<file path="config.mk">
export PLATFORM = sky130hd
export DESIGN_NAME = mcdf_arbiter
export DESIGN_NICKNAME = d
export VERILOG_FILES = /design/src/rtl/mcdf_arbiter.sv
export SDC_FILE = /design/constraint.sdc
export NUM_CORES = 1
export LEC_CHECK = 0
export BUFFER_PORTS_ARGS = -buffer_cell sky130_fd_sc_hd__buf_2
export CELL_PAD_IN_SITES_DETAIL_PLACEMENT = 0
export CELL_PAD_IN_SITES_GLOBAL_PLACEMENT = 1
export CORE_UTILIZATION = 30
export CTS_CLUSTER_DIAMETER = 40
export DETAILED_ROUTE_END_ITERATION = 8
export MAX_ROUTING_LAYER = met4
export PLACE_DENSITY = 0.74
export SLEW_MARGIN = 0
export SYNTH_ARGS = -nofsm -noshare
export SYNTH_HDL_FRONTEND = slang
export SYNTH_SLANG_ARGS = --single-unit
</file>
<file path="constraint.sdc">
create_clock -name clk_i -period 2.3 [get_ports clk_i]
set_input_delay 0 -clock clk_i [delete_from_list [all_inputs] [get_ports clk_i]]
set_output_delay 0 -clock clk_i [all_outputs]
set_load 0.05 [all_outputs]
</file>
<file path="src/rtl/mcdf_arbiter.sv">
// Three-slave round-robin packet arbiter for the MCDF formatter.
// Latches one channel, handshakes with the formatter, then forwards that slave's packet with length checking.
module mcdf_arbiter #(
  parameter int unsigned DATA_W = 32
) (
  input  logic              clk_i,
  input  logic              rst_i,
  input  logic              slv0_req_i,
  input  logic              slv0_val_i,
  input  logic [DATA_W-1:0] slv0_data_i,
  input  logic              slv0_end_i,
  input  logic [2:0]        slv0_pkglen_i,
  input  logic              slv1_req_i,
  input  logic              slv1_val_i,
  input  logic [DATA_W-1:0] slv1_data_i,
  input  logic              slv1_end_i,
  input  logic [2:0]        slv1_pkglen_i,
  input  logic              slv2_req_i,
  input  logic              slv2_val_i,
  input  logic [DATA_W-1:0] slv2_data_i,
  input  logic              slv2_end_i,
  input  logic [2:0]        slv2_pkglen_i,
  output logic              a2s0_ack_o,
  output logic              a2s1_ack_o,
  output logic              a2s2_ack_o,
  output logic              fmt_req_o,
  input  logic              fmt_grant_i,
  output logic [1:0]        fmt_id_o,
  output logic [5:0]        fmt_length_o,
  output logic              fmt_val_o,
  output logic              fmt_end_o,
  output logic [DATA_W-1:0] fmt_data_o,
  output logic              err_o
);

  localparam int unsigned NCH   = 3;
  localparam int unsigned NSLOT = 4;
  localparam int unsigned ID_W  = 2;
  localparam int unsigned LEN_W = 6;
  localparam int unsigned PKG_W = 3;

  typedef enum logic [1:0] {IDLE, REQ, ACK, XFER} state_t;

  state_t state, state_next;

  // Slave buses gathered into arrays; slot 3 is a dead channel so a 2-bit id always indexes in range.
  logic [NSLOT-1:0] req, val, endw;
  logic [DATA_W-1:0] data [NSLOT];
  logic [PKG_W-1:0]  pkglen [NSLOT];

  assign req = {1'b0, slv2_req_i, slv1_req_i, slv0_req_i};
  assign val = {1'b0, slv2_val_i, slv1_val_i, slv0_val_i};
  assign endw = {1'b0, slv2_end_i, slv1_end_i, slv0_end_i};
  assign data[0] = slv0_data_i;
  assign data[1] = slv1_data_i;
  assign data[2] = slv2_data_i;
  assign data[3] = '0;
  assign pkglen[0] = slv0_pkglen_i;
  assign pkglen[1] = slv1_pkglen_i;
  assign pkglen[2] = slv2_pkglen_i;
  assign pkglen[3] = '0;

  logic [ID_W-1:0]   ptr_q, ptr_n;
  logic [LEN_W-1:0]  cnt_q, cnt_n;
  logic [ID_W-1:0]   id_n;
  logic [LEN_W-1:0]  len_n;
  logic [NCH-1:0]    ack_q, ack_n;
  logic              req_n, val_n, end_n, err_n;
  logic [DATA_W-1:0] data_n;

  logic [ID_W-1:0] rr_id, rr_cand;
  logic            rr_found;
  logic            word_last, word_end;

  function automatic logic [LEN_W-1:0] decode_len(input logic [PKG_W-1:0] code);
    case (code)
      3'd0:    return LEN_W'(4);
      3'd1:    return LEN_W'(8);
      3'd2:    return LEN_W'(16);
      default: return LEN_W'(32);
    endcase
  endfunction

  // Round-robin search starting one past the last served channel.
  always_comb begin
    rr_id    = '0;
    rr_cand  = '0;
    rr_found = 1'b0;
    for (int i = 1; i <= int'(NCH); i++) begin
      rr_cand = ID_W'((int'(ptr_q) + i) % int'(NCH));
      if (!rr_found && req[rr_cand]) begin
        rr_found = 1'b1;
        rr_id    = rr_cand;
      end
    end
  end

  assign word_last = (cnt_q == LEN_W'(fmt_length_o - LEN_W'(1)));
  assign word_end  = endw[fmt_id_o] | word_last;

  always_comb begin
    state_next = state;
    id_n       = fmt_id_o;
    len_n      = fmt_length_o;
    ptr_n      = ptr_q;
    cnt_n      = cnt_q;
    req_n      = 1'b0;
    ack_n      = '0;
    val_n      = 1'b0;
    end_n      = 1'b0;
    err_n      = 1'b0;
    data_n     = fmt_data_o;
    case (state)
      IDLE: begin
        if (|req) begin
          state_next = REQ;
          id_n       = rr_id;
          len_n      = decode_len(pkglen[rr_id]);
          req_n      = 1'b1;
        end
      end
      REQ: begin
        req_n = 1'b1;
        if (fmt_grant_i) begin
          state_next = ACK;
          req_n      = 1'b0;
          ack_n      = NCH'(3'b001 << fmt_id_o);
        end
      end
      ACK: begin
        state_next = XFER;
        cnt_n      = '0;
      end
      XFER: begin
        if (val[fmt_id_o]) begin
          val_n  = 1'b1;
          data_n = data[fmt_id_o];
          end_n  = word_end;
          // Error when the slave's end flag and the decoded length disagree.
          err_n  = endw[fmt_id_o] ^ word_last;
          cnt_n  = LEN_W'(cnt_q + LEN_W'(1));
          if (word_end) begin
            state_next = IDLE;
            ptr_n      = fmt_id_o;
          end
        end
      end
      default: state_next = IDLE;
    endcase
  end

  always_ff @(posedge clk_i or posedge rst_i) begin
    if (rst_i) state <= IDLE;
    else       state <= state_next;
  end

  // Registered outputs and datapath state.
  always_ff @(posedge clk_i or posedge rst_i) begin
    if (rst_i) begin
      ptr_q        <= ID_W'(2);
      cnt_q        <= '0;
      fmt_id_o     <= '0;
      fmt_length_o <= '0;
      fmt_req_o    <= 1'b0;
      ack_q        <= '0;
      fmt_val_o    <= 1'b0;
      fmt_end_o    <= 1'b0;
      err_o        <= 1'b0;
      fmt_data_o   <= '0;
    end else begin
      ptr_q        <= ptr_n;
      cnt_q        <= cnt_n;
      fmt_id_o     <= id_n;
      fmt_length_o <= len_n;
      fmt_req_o    <= req_n;
      ack_q        <= ack_n;
      fmt_val_o    <= val_n;
      fmt_end_o    <= end_n;
      err_o        <= err_n;
      fmt_data_o   <= data_n;
    end
  end

  assign a2s0_ack_o = ack_q[0];
  assign a2s1_ack_o = ack_q[1];
  assign a2s2_ack_o = ack_q[2];

endmodule

</file>
==> results of run 1 <==
## logic make-up (layout without fill, tap and decap cells)
group / Yosys count / in the layout
AO/OA/AOI/OAI: 91 / 91
XOR/XNOR: 8 / 8
adder cells (fa/ha/maj): 11 / 11
buffers and inverters: 38 / 234
flip-flops: 55 / 55
multiplexers: 44 / 44
other: 1 / 2
AND/OR/NAND/NOR: 118 / 118
## final timing paths
kind | startpoint | depth (start not counted) | slack, ns | end
worst max register to register | ptr_q[1]$_DFFE_PP1P_ | 10 | -0.006 | fmt_length_o[4]$_DFFE_PP0P_
worst max-delay path | ptr_q[1]$_DFFE_PP1P_ | 10 | -0.006 | fmt_length_o[4]$_DFFE_PP0P_
worst min-delay path | slv2_data_i[31] | 3 | -0.002 | fmt_data_o[31]$_DFFE_PP0P_
min in group asynchronous | rst_i | 3 | 0.33 | fmt_data_o[3]$_DFFE_PP0P_
max in group asynchronous | rst_i | 4 | 1.26 | ptr_q[1]$_DFFE_PP1P_
worst min register to register | fmt_data_o[24]$_DFFE_PP0P_ | 2 | 0.48 | fmt_data_o[24]$_DFFE_PP0P_
## area by class of cell
class,count,area [um^2]
timing repair buffer,211,1260
clock buffer,5,68.8
sequential,55,1380
clock inverter,3,27.5
multi-input combinational,274,1820
fill,1023,5630
inverter,15,56.3
tap,136,170
## through the flow
stage	setup TNS, ns	area [um^2]	setup slack [ns]	cells
after global routing	-0.190	4790	-0.0847	699
after CTS	0	4700	0.0179	696
after global placement	-0.00117	4240	-0.00117	653
after floorplan	0	3270	0.0408	367
after detailed placement	-0.132	4240	-0.0659	653
final	-0.00588	4790	-0.00588	699
## critical path, delay by kind of cell (launching register included)
kind | cells | cell delay, ns
AOI/OAI and AO/OA | 3 | 0.51
adders and majority gates | 1 | 0.16
buffers and inverters | 2 | 0.20
DFF | 1 | 0.60
muxes | 2 | 0.63
and+or+nand+nor | 2 | 0.14
## timing repair
action	in CTS	in global routing
endpoints found under the hold margin	63	0
hold buffers	32	0
pin swaps	2	5
resized for setup	6	12
setup endpoints to repair	4	5
cloned	0	0
buffers inserted	3	3
## state kept, by name (all words and copies together), names as in the netlist, 2 cells and up
register / cells
state: 2
fmt_id_o: 2
fmt_data_o: 32
fmt_length_o: 4
cnt_q: 6
ack_q: 3
ptr_q: 2
## report_power, final
| group | internal (W) | switching (W) |
|---|---|---|
| clock network | 0.000225 | 0.000354 |
| registers | 0.00134 | 0.000230 |
| logic | 0.00146 | 0.00270 |
| total | 0.00303 | 0.00328 |
## metal layers
layer / track usage (%) / vias up
met3: 2.82 / 2
met5: - / -
met2: 30.3 / 124
met1: 21.3 / 1479
met4: 3.27 / 0
li1: - / 1638
## cells in the final DEF, fill, tap and decap left out, drive strengths merged, types with 2 or more instances in the layout
cell type / n
nand3: 7
nand2: 47
nor3: 6
nand2b: 7
mux2i: 40
clkbuf: 5
dlygate4sd3: 32
nor2: 39
nor2b: 4
conb: 2
buf: 179
inv: 16
mux2: 4
dfrtp: 54
xor2: 3
ha: 11
a22o: 2
a21oi: 39
and3: 3
o21ai: 40
xnor2: 5
==> flow_metrics.tcl, run 1 <==
set metrics [dict create \
    fin_total_pwr_w 0.00631 \
    drt-met1-wl_um 4240 \
    violations "hold timing, setup timing" \
    synth_xor_area_share_pct 2.15 \
    ir_worst_vdd_uv 641 \
    cpPeakStageDelay_ns 0.60 \
    min_period_ns 2.31 \
    compound_cell_area_share_of_the_yosys_netlist_pct 16.1 \
    period_share_pct 100 \
    post-synth-top-area-fraction_pct 41.4 \
    dr.pass1.iters 4 \
    critical-path-slowest-cell "sky130_fd_sc_hd__dfstp_2" \
    via_count_of_the_first_global_routing_pass 3199 \
    max_slew_margin_pct 53.5 \
    htreeDepth 2 \
    detail_route.iter0.violations 185 \
    synth_common_cells "sky130_fd_sc_hd__dfrtp_1, sky130_fd_sc_hd__nand2_1, sky130_fd_sc_hd__mux2i_1, sky130_fd_sc_hd__nor2_1, sky130_fd_sc_hd__a21oi_1" \
    clock_insertion_delay_worst_skew_ns 0.32 \
    synthesis.area_per_instance_um2 8.92 \
    timing.critical_path.fanout_max 4 \
    clockBufferDepth 2 \
    via_count 3243 \
    critical_path.cell_chain "inv_2 -> ha_4 -> mux2_4 -> nor2_4 -> o21bai_2 -> a21oi_4 -> mux2i_4 -> buf_6 -> nand2b_1 -> o21ai_1" \
    finalHoldViolCount 1 \
    floorplan.core_area_mm2 0.0104 \
    gp_routability_congestion 0.858 \
    synthArstFlopShare_pct 100 \
    synth.area.mux_share_pct 14.1 \
    holdWs_ns -0.00171 \
    area_share_of_and_or_nand_nor_cells_after_synthesis_pct 16.2 \
    drt.antenna.violating_nets 0 \
    setup.worst_path.end_class "flop" \
    flow.area_growth_from_synthesis_pct 46.6 \
    drive_gt1_share_pct 39.1 \
    ys_types 46 \
    final_core_utilization_pct 45.9 \
    synth_adder_area_share_pct 4.22 \
    arrival_ns 2.54 \
    cp_data_required_time_ns 2.54 \
    netlist.top_cell.by_area "sky130_fd_sc_hd__dfrtp_1" \
    wl_met3_um 629 \
    cts_tree "done" \
    post-dp-hpwl_um 7060 \
    antenna_cells 0 \
    flops_latches_synth 55 \
    floorplan.die.height_um 106 \
    start_kind "flop" \
    cellPowerDensity_mw_per_mm2 1320 \
    routedWlPerCell_um 13.9 \
    antenna_found_initial 0 \
    io_pins 164 \
    main_synth_ff_type "sky130_fd_sc_hd__dfrtp_1" \
    netlist_area_mm2 0.00326 \
    dominant_combinational_cell_family_by_area_after_synthesis "simple AND/OR/NAND/NOR gates" \
    numCtsBuffers 5 \
    timing.clock.skew_ns 0.0101 \
    timing.setup.critical_path_class "flop to flop" \
    outcome "finished with violations" \
    cell_count_after_synthesis 366 \
    start_util_pct 31.3 \
    number_of_sinks_on_the_clock_net 55 \
    total_leakage_power_nw 2.51 \
    slew_viol_final 0 \
    design.die.area_mm2 0.0113 \
    max_cap_viol_count 0 \
    nets 690 \
    tightest_slew_ns 0.697 \
    global_route.usage.total_pct 17.4 \
    timing.fmax_mhz 434 \
    cell_types_occupying_the_most_area_after_synthesis "sky130_fd_sc_hd__dfrtp_1, sky130_fd_sc_hd__mux2i_1, sky130_fd_sc_hd__a21oi_1, sky130_fd_sc_hd__o21ai_0, sky130_fd_sc_hd__nand2_1" \
    placementRows 37 \
    worst_slack_setup_final_ns -0.00588 \
    hold_path_class "input pin to flop" \
    grt_remaining_overflow 0 \
    pin_count_of_the_biggest_net_entering_global_routing 39 \
    grt_setup_unrepaired "yes" \
    post-synth-top-count-cell "sky130_fd_sc_hd__dfrtp_1" \
    synth-edff-count 0 \
    wirelength_um 9710 \
    drt_drc_violations_left 0 \
    syn_warnings 0 \
    met2_length_um 4810 \
    top_layer_used "met4" \
    clockRootBuffer "sky130_fd_sc_hd__clkbuf_8" \
    io_port_bufs 161 \
    via_per_inst 4.64 \
    ys_seq_area_share_pct 42.2 \
    grt_pass1_wl_um 15300 \
    setup_viol 1 \
    die_outline_width_um 106 \
    cts.clk_slew.worst_paths_ns 0.12 \
]
No activity file was read; power rests on OpenSTA's default activity.
==> run 2, diff against run 1 <==
Settings changed: CTS_CLUSTER_SIZE set to 24, RECOVER_POWER set to 100.
==> run 2 against run 1 <==
  * The flow still finishes with violations (hold timing, setup timing)
  * Clock skew grew 0.0015 ns
  * Combinational power fell by 2%
  * Die area is the same
  * Core utilization down 0.74 points
  * Design area is 1.6% lower
  * Setup slack gained 0.0038 ns
==> flow_metrics.tcl, run 2 (synthesis results as in run 1) <==
set metrics [dict create \
    outcome "finished with violations" \
    violations "hold timing, setup timing" \
    cts.clk_slew.worst_paths_ns 0.12 \
    holdPathEnd "fmt_data_o[31]$_DFFE_PP0P_" \
    numCtsBuffers 5 \
    total_leakage_power_nw 2.34 \
    design.die.area_mm2 0.0113 \
    drt-met1-wl_um 4260 \
    layout_common_cells "sky130_fd_sc_hd__buf_2, sky130_fd_sc_hd__dfrtp_1, sky130_fd_sc_hd__clkbuf_1" \
    period_share_pct 100 \
    top_layer_used "met4" \
    drt_drc_violations_left 0 \
    finalHoldViolCount 1 \
    timing.critical_path.max_delay_family "flip-flops" \
    met2_length_um 4780 \
    timing.setup.critical_path_class "flop to flop" \
    detail_route.iter0.violations 171 \
    antenna_cells 0 \
    nets 690 \
    min_period_ns 2.30 \
    number_of_sinks_on_the_clock_net 55 \
    timing.critical_path.fanout_max 4 \
    whs_path_depth 3 \
    most_frequent_standard_cell_in_the_layout_excluding_fill_and_tap_cells "sky130_fd_sc_hd__buf_2" \
    worst_slack_setup_final_ns -0.00203 \
    grt_pass1_wl_um 15300 \
    fin_total_pwr_w 0.00622 \
    start_util_pct 31.3 \
    regToRegStartpoint "ptr_q[1]$_DFFE_PP1P_" \
    wl_met3_um 625 \
    routedWlPerCell_um 13.9 \
    cellPowerDensity_mw_per_mm2 1320 \
    io_port_bufs 161 \
    hold_path_class "input pin to flop" \
    drive_gt1_share_pct 30.4 \
    via_per_inst 4.65 \
    reg2reg_slack_ns -0.002 \
    floorplan.die.height_um 106 \
    hold_start "slv2_data_i[31]" \
    floorplan.core_area_mm2 0.0104 \
    critical_path.most_common_cell "sky130_fd_sc_hd__nor2_1" \
    placementRows 37 \
    fill_cells 1043 \
    arrival_ns 2.54 \
    flow.area_growth_from_synthesis_pct 44.2 \
    timing.fmax_mhz 434 \
    flip_flop_count_of_the_largest_register_after_layout 32 \
    drt.antenna.violating_nets 0 \
    reg_top3 "fmt_data_o x32, cnt_q x6, fmt_length_o x4" \
    antenna_found_initial 0 \
    max_slew_margin_pct 16.8 \
    tightest_slew_ns 1.25 \
    crit-reg2reg-capture "fmt_length_o[4]$_DFFE_PP0P_" \
    final_core_utilization_pct 45.2 \
    slew_viol_final 0 \
    largest_register_by_flop_count "fmt_data_o" \
    die_outline_width_um 106 \
    post-dp-hpwl_um 7060 \
    start_kind "flop" \
    via_count 3249 \
    pin_count_of_the_biggest_net_entering_global_routing 39 \
    critical_path.cell_chain "inv_2 -> ha_4 -> buf_4 -> mux2i_1 -> nor2_1 -> nor2_1 -> a21oi_4 -> mux2i_4 -> buf_6 -> nand2b_1 -> o21ai_1" \
    gp_routability_congestion 0.858 \
    clockBufferDepth 2 \
    cts_tree "done" \
    dpl-instance-area_mm2 0.00424 \
    htreeDepth 2 \
    fin_setup_tns_ns -0.00203 \
    cpPeakStageDelay_ns 0.59 \
    timing.clock.skew_ns 0.0116 \
    setup.worst_path.end_class "flop" \
    wirelength_um 9720 \
    clockRootBuffer "sky130_fd_sc_hd__clkbuf_8" \
    clock_insertion_delay_worst_skew_ns 0.32 \
    io_pins 164 \
    fin_area_mm2 0.00471 \
    via_count_of_the_first_global_routing_pass 3199 \
    worst-path-buf-inv 3 \
    holdWs_ns -0.00451 \
    rr_worst_depth 11 \
    max_cap_viol_count 0 \
    cp_data_required_time_ns 2.54 \
    setup_viol 1 \
    grt_remaining_overflow 0 \
    dr.pass1.iters 4 \
    critical-path-slowest-cell "sky130_fd_sc_hd__dfstp_2" \
    ir_worst_vdd_uv 640 \
    grt_setup_unrepaired "yes" \
    global_route.usage.total_pct 17.4 \
]
[run 2: layer usage]
| layer | up-vias | global-route usage, % |
|---|---|---|
| met5 | - | - |
| met1 | 1475 | 21.3 |
| met4 | 0 | 3.27 |
| li1 | 1639 | - |
| met2 | 127 | 30.3 |
| met3 | 8 | 2.82 |
[run 2: what timing repair did]
| item | CTS | global route |
|---|---|---|
| setup buffers | 3 | 3 |
| hold buffers | 32 | 0 |
| endpoints found under the hold margin | 63 | 0 |
| setup endpoints to repair | 4 | 5 |
| gates resized for setup | 6 | 12 |
| pin swaps | 2 | 5 |
[run 2: cell type report]
class	count	area (um^2)	area share, %
Multi-Input combinational cell	274	1810	38.5
Timing Repair Buffer	211	1190	25.3
Sequential cell	55	1380	29.4
Clock buffer	5	68.8	1.46
Clock inverter	3	27.5	0.585
Tap cell	136	170	3.61
Inverter	15	56.3	1.20
[run 2: tightest hold or removal path: stages]
cell and delay [ns]:
sky130_fd_sc_hd__buf_2 0.07, sky130_fd_sc_hd__a21oi_1 0.06, sky130_fd_sc_hd__o21ai_0 0.14
[run 2: metrics by stage]
step           hold WS, ns  cells  setup slack [ns]
6_report          -0.00451    699          -0.00203
5_1_grt             0.0203    699           -0.0847
4_1_cts            0.00211    696            0.0179
3_5_place_dp         0.152    653           -0.0659
3_3_place_gp         0.145    653          -0.00117
2_1_floorplan        0.137    367            0.0408
[run 2: how the worst max path moves through the flow]
stage / start / end / slack [ns] / depth (start not counted)
after global routing: ptr_q[1]$_DFFE_PP1P_ / fmt_length_o[4]$_DFFE_PP0P_ / -0.08 / 10
final: ptr_q[1]$_DFFE_PP1P_ / fmt_length_o[4]$_DFFE_PP0P_ / -0.002 / 11
after CTS: ptr_q[1]$_DFFE_PP1P_ / fmt_length_o[3]$_DFFE_PP0P_ / 0.02 / 8
after detailed placement: ptr_q[1]$_DFFE_PP1P_ / fmt_length_o[2]$_DFFE_PP0P_ / -0.07 / 9
after floorplan: ptr_q[1]$_DFFE_PP1P_ / fmt_length_o[2]$_DFFE_PP0P_ / 0.04 / 9
after global placement: ptr_q[1]$_DFFE_PP1P_ / fmt_length_o[2]$_DFFE_PP0P_ / -0.001 / 9
[run 2: where the power goes]
group          switching, W  leakage (nW)  internal (W)
clock network      0.000352        0.0463      0.000225
logic               0.00270          1.60       0.00136
registers          0.000239         0.698       0.00134
total               0.00329          2.34       0.00293
